==> src/rtl/chart_play_sequencer.sv <==
// chart_play_sequencer: requests a chart, steps its note slots at a fixed tick rate and scores the player keys.
// Optional combo scoring is enabled by defining CHART_PLAY_COMBO_EN.
`default_nettype none

module chart_play_sequencer #(
  parameter int NOTE_W     = 9,
  parameter int IDX_W      = 9,
  parameter int TICK_DIV   = 10000000,
  parameter int LOAD_CYC   = 2,
  parameter int SCORE_W    = 16,
  parameter int HIT_POINTS = 10
) (
  input  logic               clk,
  input  logic               sys_rst,
  input  logic               start,
  input  logic [7:0]         chart_id,
  input  logic               abort,
  input  logic [IDX_W-1:0]   note_cnt,
  input  logic [NOTE_W-1:0]  note_data,
  input  logic [NOTE_W-1:0]  keys_in,
  output logic [7:0]         read_chart_id,
  output logic [IDX_W-1:0]   note_idx,
  output logic [NOTE_W-1:0]  cur_note,
  output logic               busy,
  output logic               done,
  output logic [SCORE_W-1:0] score,
  output logic [IDX_W-1:0]   hit_cnt,
  output logic [IDX_W-1:0]   miss_cnt,
  output logic [IDX_W-1:0]   max_combo
);

  localparam int TICK_W = (TICK_DIV > 1) ? $clog2(TICK_DIV) : 1;
  localparam int LD_W   = (LOAD_CYC > 1) ? $clog2(LOAD_CYC) : 1;
  localparam logic [TICK_W-1:0] TICK_LAST = TICK_W'(TICK_DIV - 1);
  localparam logic [LD_W-1:0]   LD_LAST   = LD_W'(LOAD_CYC - 1);

  typedef enum logic [1:0] {
    S_IDLE   = 2'd0,
    S_LOAD   = 2'd1,
    S_PLAY   = 2'd2,
    S_FINISH = 2'd3
  } state_t;

  state_t              state_q, state_d;
  logic [LD_W-1:0]     ld_q, ld_d;
  logic [TICK_W-1:0]   tick_q, tick_d;
  logic [IDX_W-1:0]    idx_q, idx_d;
  logic [IDX_W-1:0]    cnt_q, cnt_d;
  logic [7:0]          rd_id_q, rd_id_d;
  logic [NOTE_W-1:0]   cur_note_q, cur_note_d;
  logic [SCORE_W-1:0]  score_q, score_d;
  logic [IDX_W-1:0]    hit_q, hit_d;
  logic [IDX_W-1:0]    miss_q, miss_d;

  logic                w_eval;
  logic                w_last;
  logic                w_hit;
  logic [SCORE_W-1:0]  w_points;
  logic [SCORE_W:0]    w_sum;

`ifdef CHART_PLAY_COMBO_EN
  logic [IDX_W-1:0]    combo_q, combo_d;
  logic [IDX_W-1:0]    maxc_q, maxc_d;
  logic [IDX_W-1:0]    w_bonus;

  // Streak bonus is capped at 8 extra points per hit.
  assign w_bonus  = (combo_q > IDX_W'(8)) ? IDX_W'(8) : combo_q;
  assign w_points = SCORE_W'(HIT_POINTS) + SCORE_W'(w_bonus);
`else
  assign w_points = SCORE_W'(HIT_POINTS);
`endif

  assign w_eval = (tick_q == TICK_LAST);
  assign w_last = (idx_q == (cnt_q - IDX_W'(1)));
  assign w_hit  = (note_data != '0) && (keys_in == note_data);
  assign w_sum  = {1'b0, score_q} + {1'b0, w_points};

  always_comb begin
    state_d    = state_q;
    ld_d       = ld_q;
    tick_d     = tick_q;
    idx_d      = idx_q;
    cnt_d      = cnt_q;
    rd_id_d    = '0;
    cur_note_d = '0;
    score_d    = score_q;
    hit_d      = hit_q;
    miss_d     = miss_q;
`ifdef CHART_PLAY_COMBO_EN
    combo_d    = combo_q;
    maxc_d     = maxc_q;
`endif
    case (state_q)
      S_IDLE: begin
        if (start && (chart_id != 8'd0)) begin
          state_d = S_LOAD;
          rd_id_d = chart_id;
          ld_d    = '0;
          idx_d   = '0;
          score_d = '0;
          hit_d   = '0;
          miss_d  = '0;
`ifdef CHART_PLAY_COMBO_EN
          combo_d = '0;
          maxc_d  = '0;
`endif
        end
      end
      S_LOAD: begin
        if (abort) begin
          state_d = S_IDLE;
        end else if (ld_q == LD_LAST) begin
          cnt_d   = note_cnt;
          idx_d   = '0;
          tick_d  = '0;
          state_d = (note_cnt == '0) ? S_FINISH : S_PLAY;
        end else begin
          ld_d    = ld_q + LD_W'(1);
          rd_id_d = rd_id_q;
        end
      end
      S_PLAY: begin
        if (abort) begin
          state_d = S_IDLE;
        end else begin
          cur_note_d = note_data;
          if (w_eval) begin
            if (w_hit) begin
              hit_d   = hit_q + IDX_W'(1);
              score_d = w_sum[SCORE_W] ? '1 : w_sum[SCORE_W-1:0];
`ifdef CHART_PLAY_COMBO_EN
              combo_d = combo_q + IDX_W'(1);
              if (combo_d > maxc_q) maxc_d = combo_d;
`endif
            end else if (note_data != '0) begin
              miss_d  = miss_q + IDX_W'(1);
`ifdef CHART_PLAY_COMBO_EN
              combo_d = '0;
`endif
            end
            if (w_last) begin
              state_d    = S_FINISH;
              cur_note_d = '0;
            end else begin
              idx_d  = idx_q + IDX_W'(1);
              tick_d = '0;
            end
          end else begin
            tick_d = tick_q + TICK_W'(1);
          end
        end
      end
      default: state_d = S_IDLE;
    endcase
  end

  always_ff @(posedge clk or posedge sys_rst) begin
    if (sys_rst) begin
      state_q    <= S_IDLE;
      ld_q       <= '0;
      tick_q     <= '0;
      idx_q      <= '0;
      cnt_q      <= '0;
      rd_id_q    <= '0;
      cur_note_q <= '0;
      score_q    <= '0;
      hit_q      <= '0;
      miss_q     <= '0;
`ifdef CHART_PLAY_COMBO_EN
      combo_q    <= '0;
      maxc_q     <= '0;
`endif
    end else begin
      state_q    <= state_d;
      ld_q       <= ld_d;
      tick_q     <= tick_d;
      idx_q      <= idx_d;
      cnt_q      <= cnt_d;
      rd_id_q    <= rd_id_d;
      cur_note_q <= cur_note_d;
      score_q    <= score_d;
      hit_q      <= hit_d;
      miss_q     <= miss_d;
`ifdef CHART_PLAY_COMBO_EN
      combo_q    <= combo_d;
      maxc_q     <= maxc_d;
`endif
    end
  end

  assign read_chart_id = rd_id_q;
  assign note_idx      = idx_q;
  assign cur_note      = cur_note_q;
  assign busy          = (state_q == S_LOAD) || (state_q == S_PLAY);
  assign done          = (state_q == S_FINISH);
  assign score         = score_q;
  assign hit_cnt       = hit_q;
  assign miss_cnt      = miss_q;
`ifdef CHART_PLAY_COMBO_EN
  assign max_combo     = maxc_q;
`else
  assign max_combo     = '0;
`endif

endmodule

`default_nettype wire

==> config.mk <==
export PLATFORM = sky130hd
export DESIGN_NAME = chart_play_sequencer
export DESIGN_NICKNAME = d
export VERILOG_FILES = /design/src/rtl/chart_play_sequencer.sv
export SDC_FILE = /design/constraint.sdc
export NUM_CORES = 1
export LEC_CHECK = 0
export BUFFER_PORTS_ARGS = -buffer_cell sky130_fd_sc_hd__buf_2
export CAP_MARGIN = 25
export CORE_MARGIN = 2
export CORE_UTILIZATION = 29
export CTS_CLUSTER_DIAMETER = 80
export DETAILED_ROUTE_END_ITERATION = 7
export GPL_TIMING_DRIVEN = 1
export SETUP_SLACK_MARGIN = 0.3
export SLEW_MARGIN = 20
export SYNTH_ARGS = -nofsm -noshare
export SYNTH_HDL_FRONTEND = slang
export SYNTH_SLANG_ARGS = --single-unit
==> constraint.sdc <==
create_clock -name clk -period 9.4 [get_ports clk]
set_clock_uncertainty 0.2 [all_clocks]
set_input_delay 1.41 -clock clk [delete_from_list [all_inputs] [get_ports clk]]
set_output_delay 1.41 -clock clk [all_outputs]
set_load 0.02 [all_outputs]
# Word-level counts from Yosys, hierarchy flattened
# Index checks and enable logic that the tools add are counted.
dict set report op_classes {
  add_sub_neg 7
  multipliers 0
  n_div 0
  n_lt_le_gt_ge 0
  eq_ne 19
  shifts 0
  n_mux 48
  bitwise_logic 1
  n_reduce_logical 18
}
# op count
set op_table {}
lappend op_table {{$mux 9} 17}
lappend op_table {{$mux 24} 5}
lappend op_table {{$mux 16} 5}
lappend op_table {{$pmux 24 s2} 1}
lappend op_table {{$pmux 9 s2} 2}
lappend op_table {{$pmux 16 s2} 1}
lappend op_table {{$add 9x1->9 const B} 3}
lappend op_table {{$pmux 9 s3} 1}
lappend op_table {{$add 24x1->24 const B} 1}
lappend op_table {{$eq 24x24->1 const B} 1}
lappend op_table {{$mux 8} 3}
lappend op_table {{$eq 9x9->1} 2}
lappend op_table {{$ne 2x2->1 const B} 9}
lappend op_table {{$add 16x4->17 const B} 1}
lappend op_table {{$pmux 8 s2} 1}
lappend op_table {{$mux 2} 6}
lappend op_table {{$ne 3x3->1 const B} 4}
lappend op_table {{$reduce_and 5->1} 2}
lappend op_table {{$logic_not 9->1} 1}
lappend op_table {{$reduce_bool 9->1} 1}
lappend op_table {{$sub 9x1->9 const B} 1}
lappend op_table {{$reduce_bool 8->1} 1}
lappend op_table {{$reduce_and 7->1} 1}
lappend op_table {{$pmux 2 s3} 1}
lappend op_table {{14 further kinds} 22}
dict set report totals {
  regBits 96
  latch_bits 0
  ramBits 0
  rom_bits 0
  input_bits 39
  out_inout_bits 71
  word_cells 103
  n_memories 0
}

# Logic depth before layout (Yosys ltp)
# Gate-level depths: netlist of the first run.
dict set report logic_depth {
  ltp_word 6
  depth_mapped 10
}

# Worst setup path after synthesis of the first run
# OpenSTA, ideal clock, no wires.
dict set report synth_path {
  path_kind {input-to-reg}
  startpoint {input note_data[7]}
  endpoint {register score_q[5] (netlist: score[5])}
  setup_time_ns 0.157
  arrival_time_ns 2.994
  required_ns 9.043
  setup_slack_ns 6.049
  cell_stages 8
  path_buffers 1
  path_cell_list {xor2_1 nor4_1 a41oi_1 nor3_1 clkbuf_1 o21ai_0 nand2_1 o311ai_0}
}
dict set report synth_between {
  elab_chain_len 4
  elab_cells_between_ends 5
  classes_between {2 x eq/ne; 3 x reduce/logical}
}
# item line
set synth_lines {}
lappend synth_lines {{start, declared} 19} ;# input logic [NOTE_W-1:0] note_data,
lappend synth_lines {{$eq 9x9->1 / $reduce_bool 9->1 (equally long branches)} 75} ;# assign w_hit = (note_data != '0) && (keys_in == note_data);
lappend synth_lines {{$logic_and 1x1->1 (*)} 75}
lappend synth_lines {{$ne 2x2->1 (no line) (*)} --}
lappend synth_lines {{$reduce_and 5->1 (no line) (*)} --}
lappend synth_lines {{end signal, assigned} 181} ;# score_q <= score_d;
lappend synth_lines {{end, declared} 51} ;# logic [SCORE_W-1:0] score_q, score_d;
# Mark *: on every way between the ends. The rest lies on a longest branch, timed or not.
# A chain may end at the register's enable or synchronous reset.

# Final worst setup path of the first run
dict set report layout_path {
  startpoint {input note_data[7]}
  endpoint {register score_q[3] (netlist: score[3])}
}
# The elaborated chain is that of the path after synthesis.

==> qor.yml, run 1 <==
detailed_routing:
  route.detailed.drc: 18
  vias: 4618
  dr.pass1.iters: 8
  vias_per_cell: 5.09
  drtIter0Drc: 343
  ant_nets: 0
  drt-total-wl_mm: 14.0
  routedWlPerCell_um: 15.4
synth:
  synth.most_common_cell: "dfrtp_1"
  yosys_warnings: 0
  synth_edf_count: 0
  synth.largest_area_cell: "dfrtp_1"
  synth_commonest_cells: "dfrtp_1, nand2_1, o21ai_0"
  synth.top_cell.area_share: 0.447
  synthCells: 574
  async_flop_share: 1.00
  syn_area_mm2: 0.00537
  synth_seq_area_share: 0.447
  avgSynthCellArea_um2: 9.35
  synth.distinct_cells: 59
  ys_ff_latch: 96
  ys.flop_type: "dfrtp_1"
  netlist_top_cells_area: "dfrtp_1, o21ai_0, nand2_1"
critical_path:
  arrival_ps: 3800
  endpoint_kind: "register"
  cp_cell_sequence: "buf_2, xor2_1, nor4_1, nand3_1, nand4b_1, nor2_1, nand2_1, o311ai_0"
  cp.required_ps: 9440
  start_kind: "input port"
  cp_max_fo: 14
  crit_path_top_delay_cell: "nand4b_1"
  criticalPathCategory: "input port to register"
  slowest_delay_ps: 580
outcome:
  violations: "design-rule violations"
  status: "finished with violations"
pwr:
  power_density_mw_per_mm2: 211
  power.total_mw: 1.36
  p_leak_nw: 3.04
  peakVddDrop_v: 0.000112
floorplanning:
  initial_core_util: 0.297
  rows: 49
  core_mm2: 0.0181
  die_h_um: 140
  die_x_um: 140
  io_pins: 110
  dieArea_mm2: 0.0196
cells_and_area:
  fillers: 1825
  multi_input_area_mm2: 0.00281
  final_cell_count_no_fill: 908
  drive_above_1_share: 0.233
  layout.nets: 723
  regArea_mm2: 0.00240
  syn_to_final_growth_pct: 20.1
timing:
  slew_headroom: 0.505
  tightest_slew_ps: 741
  period_minus_slack_ps: 3760
  timing.hold.ws_ps: 278
  min_period_over_period: 0.400
  report.final.slew_viol_count: 0
  fin_ws_ps: 5640
  setup_viol: 0
  tns_ps: 0
  max_freq_mhz: 266
  rsz0062_at_grt: "false"
  hold_viol: 0
clock_tree:
  clk_latency_ps: 360
  cts_tree: "done"
  cts_hold_buf: 0
  cts_sinks: 96
  h-tree-depth: 3
  cts_resized: 0
  clockBufferDepth: 2
  cts_setup_buffers: 0
  cts_made_buffers: 9
  cts-root-buf: "clkbuf_16"
  path_clk_slew_ps: 70
min_path:
  hold_class: "register to register"
place:
  portBuffers: 100
  gp_congestion: 0.803
  dp.cells: 891
  pre_cts_ws_ps: 5300
  dpl.hpwl_mm: 9.91
job:
  max-cap-violations: 0
global_routing:
  gr-usage-all-layers: 0.146
  antenna_found_initial: 0
  grt_max_degree: 58
  gr-total-overflow: 0
  grt_pass1_wl_mm: 23.0
  grt_pass1_vias: 4301
[power breakdown]
part	switching (mW)	leakage (nW)	internal, mW
combinational	0.255	1.57	0.166
clock	0.161	0.163	0.266
sequential	0.0553	1.31	0.459
[placed cells by master, fill, tap and decap left out, drive strengths merged, types with 15 or more instances in the layout]
cell type / n
xor2: 20
nor2: 47
nand2: 58
dfrtp: 96
and2: 22
nand3: 24
inv: 17
buf: 106
and3: 15
o21ai: 50
a21oi: 17
[registers in the layout, summed over array words and instances (netlist names)]
signal / count
read_chart_id: 8
hit_cnt: 9
ld_q: 1
state_q: 2
cur_note: 9
note_idx: 9
tick_q: 24
miss_cnt: 9
cnt_q: 9
score: 16
[stage by stage]
stage / area, µm² / utilization
2_1_floorplan: 5400 / -
3_3_place_gp: 6100 / 0.337
3_5_place_dp: 6100 / 0.337
4_1_cts: 6440 / 0.356
5_1_grt: 6440 / 0.356
6_report: 6450 / 0.356
[worst paths after layout]
check,from,to,slack (ps),depth (start not counted)
max,note_data[7],score[3]$_DFFE_PP0P_,5640,8
min,tick_q[12]$_DFFE_PP0P_,tick_q[12]$_DFFE_PP0P_,280,1
max reg2reg,state_q[0]$_DFFE_PP0P_,score[3]$_DFFE_PP0P_,5900,8
min reg2reg,tick_q[12]$_DFFE_PP0P_,tick_q[12]$_DFFE_PP0P_,280,1
max in group asynchronous,sys_rst,score[9]$_DFFE_PP0P_,7020,3
min in group asynchronous,sys_rst,cur_note[4]$_DFF_PP0_,980,2
[cell type report]
| class | instances | share of cell area |
|---|---|---|
| multi-input combinational | 444 | 0.435 |
| sequential | 96 | 0.373 |
| timing repair buffer | 106 | 0.0846 |
| tap | 229 | 0.0444 |
| clock buffer | 12 | 0.0382 |
| clock inverter | 3 | 0.0140 |
| inverter | 17 | 0.0103 |
| antenna | 1 | 0.000388 |
[cell families (layout without fill, tap and decap cells)]
| family | after synthesis | in the layout | synth area share |
|---|---|---|---|
| buffers and inverters | 42 | 138 | 0.0364 |
| and+or+nand+nor | 245 | 245 | 0.244 |
| other | 1 | 10 | 0.000698 |
| muxes | 16 | 16 | 0.0333 |
| xor gates and xnor gates | 27 | 27 | 0.0440 |
| DFF | 96 | 96 | 0.447 |
| AOI/OAI and AO/OA | 137 | 137 | 0.171 |
| adders and majority gates | 10 | 10 | 0.0233 |
[metal layers]
layer	part of all wire	track usage
met1	0.48	0.204
met4	0.011	0.0399
met2	0.46	0.229
met5	0	0
met3	0.049	0.0338
[critical path, delay by kind of cell]
kind                      cells  cell delay, ps
and+or+nand+nor               5            1870
AOI/OAI and AO/OA             1             210
xor gates and xnor gates      1             180
buffers and inverters         1             120
(Power assumes the default switching activity.)
==> run 2, diff against run 1 <==
Clock period 9.4 ns to 3.5 ns, I/O delays scaled along.
==> qor.yml, run 2 (same netlist as run 1, synthesis figures left out) <==
pwr:
  peakVddDrop_v: 0.000280
  power_frac_comb: 0.322
  power_density_mw_per_mm2: 557
  sequentialPowerShare: 0.379
  p_sw_frac: 0.350
  p_clk_frac: 0.300
  p_int_mw: 2.37
  p_switching_mw: 1.27
  p_leak_nw: 3.08
detailed_routing:
  drtIter0Drc: 359
  dr.pass1.iters: 8
  vias_per_cell: 5.04
  ant_nets: 0
  vias: 4623
  drt-total-wl_mm: 13.9
  route.detailed.drc: 7
  routedWlPerCell_um: 15.1
timing:
  tightest_slew_ps: 710
  slew_headroom: 0.514
  min_period_over_period: 0.867
  setup_viol: 0
  tns_ps: 0
  report.final.slew_viol_count: 0
  hold_viol: 0
  period_minus_slack_ps: 3040
  max_freq_mhz: 329
  rsz0062_at_grt: "false"
critical_path:
  cpLargestDelayFamily: "simple AND/OR/NAND/NOR gates"
  crit_path_top_delay_cell: "or3b_2"
  r2r_end: "state_q[0]$_DFFE_PP0P_"
  cp_cell_sequence: "inv_1, ha_1, or3b_2, o221ai_1, or3b_2, o211ai_4, o21ba_4, or3_4, mux2_4"
  critical_path_buf_inv_count: 1
  reg2regPathDepth: 9
  r2r_start: "cnt_q[0]$_DFFE_PP0P_"
  slowest_delay_ps: 510
  criticalPathCategory: "register to register"
  r2r_setup_slack_ps: 460
  start_kind: "register"
  cp.required_ps: 3530
  cp_max_fo: 5
  endpoint_kind: "register"
  arrival_ps: 3060
  cp_common_cell: "or3b_2"
clock_tree:
  cts_tree: "done"
  h-tree-depth: 3
  clk_latency_ps: 350
  clockBufferDepth: 2
  cts-root-buf: "clkbuf_16"
  path_clk_slew_ps: 70
  cts_sinks: 96
  cts_made_buffers: 9
min_path:
  hold_class: "input port to asynchronous set/reset pin"
cells_and_area:
  largest_reg_flops: 24
  layout.nets: 732
  multi_input_area_mm2: 0.00282
  final_common_cell: "buf_2"
  syn_to_final_growth_pct: 21.6
  drive_above_1_share: 0.249
  postLayoutCoreUtil: 0.361
  top_register: "tick_q"
  final_cell_count_no_fill: 917
  fillers: 1825
  mostFrequentLayoutCells: "buf_2, dfrtp_1, nand2_1"
  regArea_mm2: 0.00240
  diodes: 0
floorplanning:
  die_x_um: 140
  die_h_um: 140
  initial_core_util: 0.297
  core_mm2: 0.0181
  rows: 49
  dieArea_mm2: 0.0196
  io_pins: 110
global_routing:
  grt_pass1_wl_mm: 23.5
  antenna_found_initial: 0
  grt_pass1_vias: 4424
  gr-usage-all-layers: 0.147
  gr-total-overflow: 0
  grt_max_degree: 29
job:
  max-cap-violations: 0
place:
  dp.cells: 899
  dpl.hpwl_mm: 10.1
  portBuffers: 100
  gp_congestion: 0.763
outcome:
  status: "finished with violations"
  violations: "design-rule violations"
## run 2: cell types whose count changed in the layout (fill, tap and decap cells not counted), moves of 2 or more
cell | before | now
clkbuf_1 | 2 | 0
clkinv_2 | 0 | 2
o21ai_0 | 48 | 45
buf_4 | 6 | 14
o21ai_1 | 1 | 4
## run 2: timing repair
action / 4_1_cts / 5_1_grt
hold buffers: 0 / 0
setup endpoints to repair: 3 / 25
pin swaps: 0 / 2
cloned: 0 / 0
hold endpoints to repair: 0 / 0
resized for setup: 2 / 5
buffers inserted: 0 / 1
## run 2: final cells by class
class | instances | share of cell area
Multi-Input combinational cell | 444 | 0.432
Sequential cell | 96 | 0.368
Timing Repair Buffer | 115 | 0.0945
Tap cell | 229 | 0.0439
Clock buffer | 11 | 0.0387
Clock inverter | 5 | 0.0121
Inverter | 17 | 0.0104
## run 2: worst max-delay path by stage
stage | start | to | slack, ps | cells past startpoint
finish | cnt_q[0]$_DFFE_PP0P_ | state_q[0]$_DFFE_PP0P_ | 460 | 9
global placement | cnt_q[0]$_DFFE_PP0P_ | note_idx[0]$_DFFE_PP0P_ | 290 | 8
global route | cnt_q[0]$_DFFE_PP0P_ | tick_q[9]$_DFFE_PP0P_ | 300 | 10
detailed placement | cnt_q[0]$_DFFE_PP0P_ | note_idx[0]$_DFFE_PP0P_ | 260 | 8
floorplan | cnt_q[0]$_DFFE_PP0P_ | state_q[0]$_DFFE_PP0P_ | 530 | 9
CTS | cnt_q[0]$_DFFE_PP0P_ | state_q[0]$_DFFE_PP0P_ | 330 | 9
## run 2: per-stage QoR
step                total power, mW  cell area, µm²  setup slack (ps)  hold WS, ps
finish                         3.64            6530               465         13.4
global route                   3.88            6530               301         55.0
detailed placement             2.54            6160               260          270
floorplan                      2.22            5400               530          237
global placement               2.54            6160               293          279
CTS                            3.67            6500               331         26.4
## run 2: power groups by stage
stage | Sequential (mW) | Clock, mW | Combinational, mW
global placement | 1.40 | 0 | 1.14
global route | 1.40 | 1.16 | 1.31
floorplan | 1.41 | 0 | 0.819
finish | 1.38 | 1.09 | 1.17
detailed placement | 1.40 | 0 | 1.15
CTS | 1.38 | 1.12 | 1.17
## run 2: worst reg2reg max path: stages, from the launching register on
cell and delay [ps]:
dfrtp_1 420, inv_1 70, ha_1 170, or3b_2 510, o221ai_1 200, or3b_2 500
o211ai_4 260, o21ba_4 180, or3_4 130, mux2_4 290
## run 2: routing by layer
layer  GRT usage  vias up  routed length [µm]
met4      0.0383        0                 123
met1       0.199     2220                6750
met5           0        -                   0
li1            -     2304                   -
met2       0.232       93                6340
met3      0.0407        6                 654
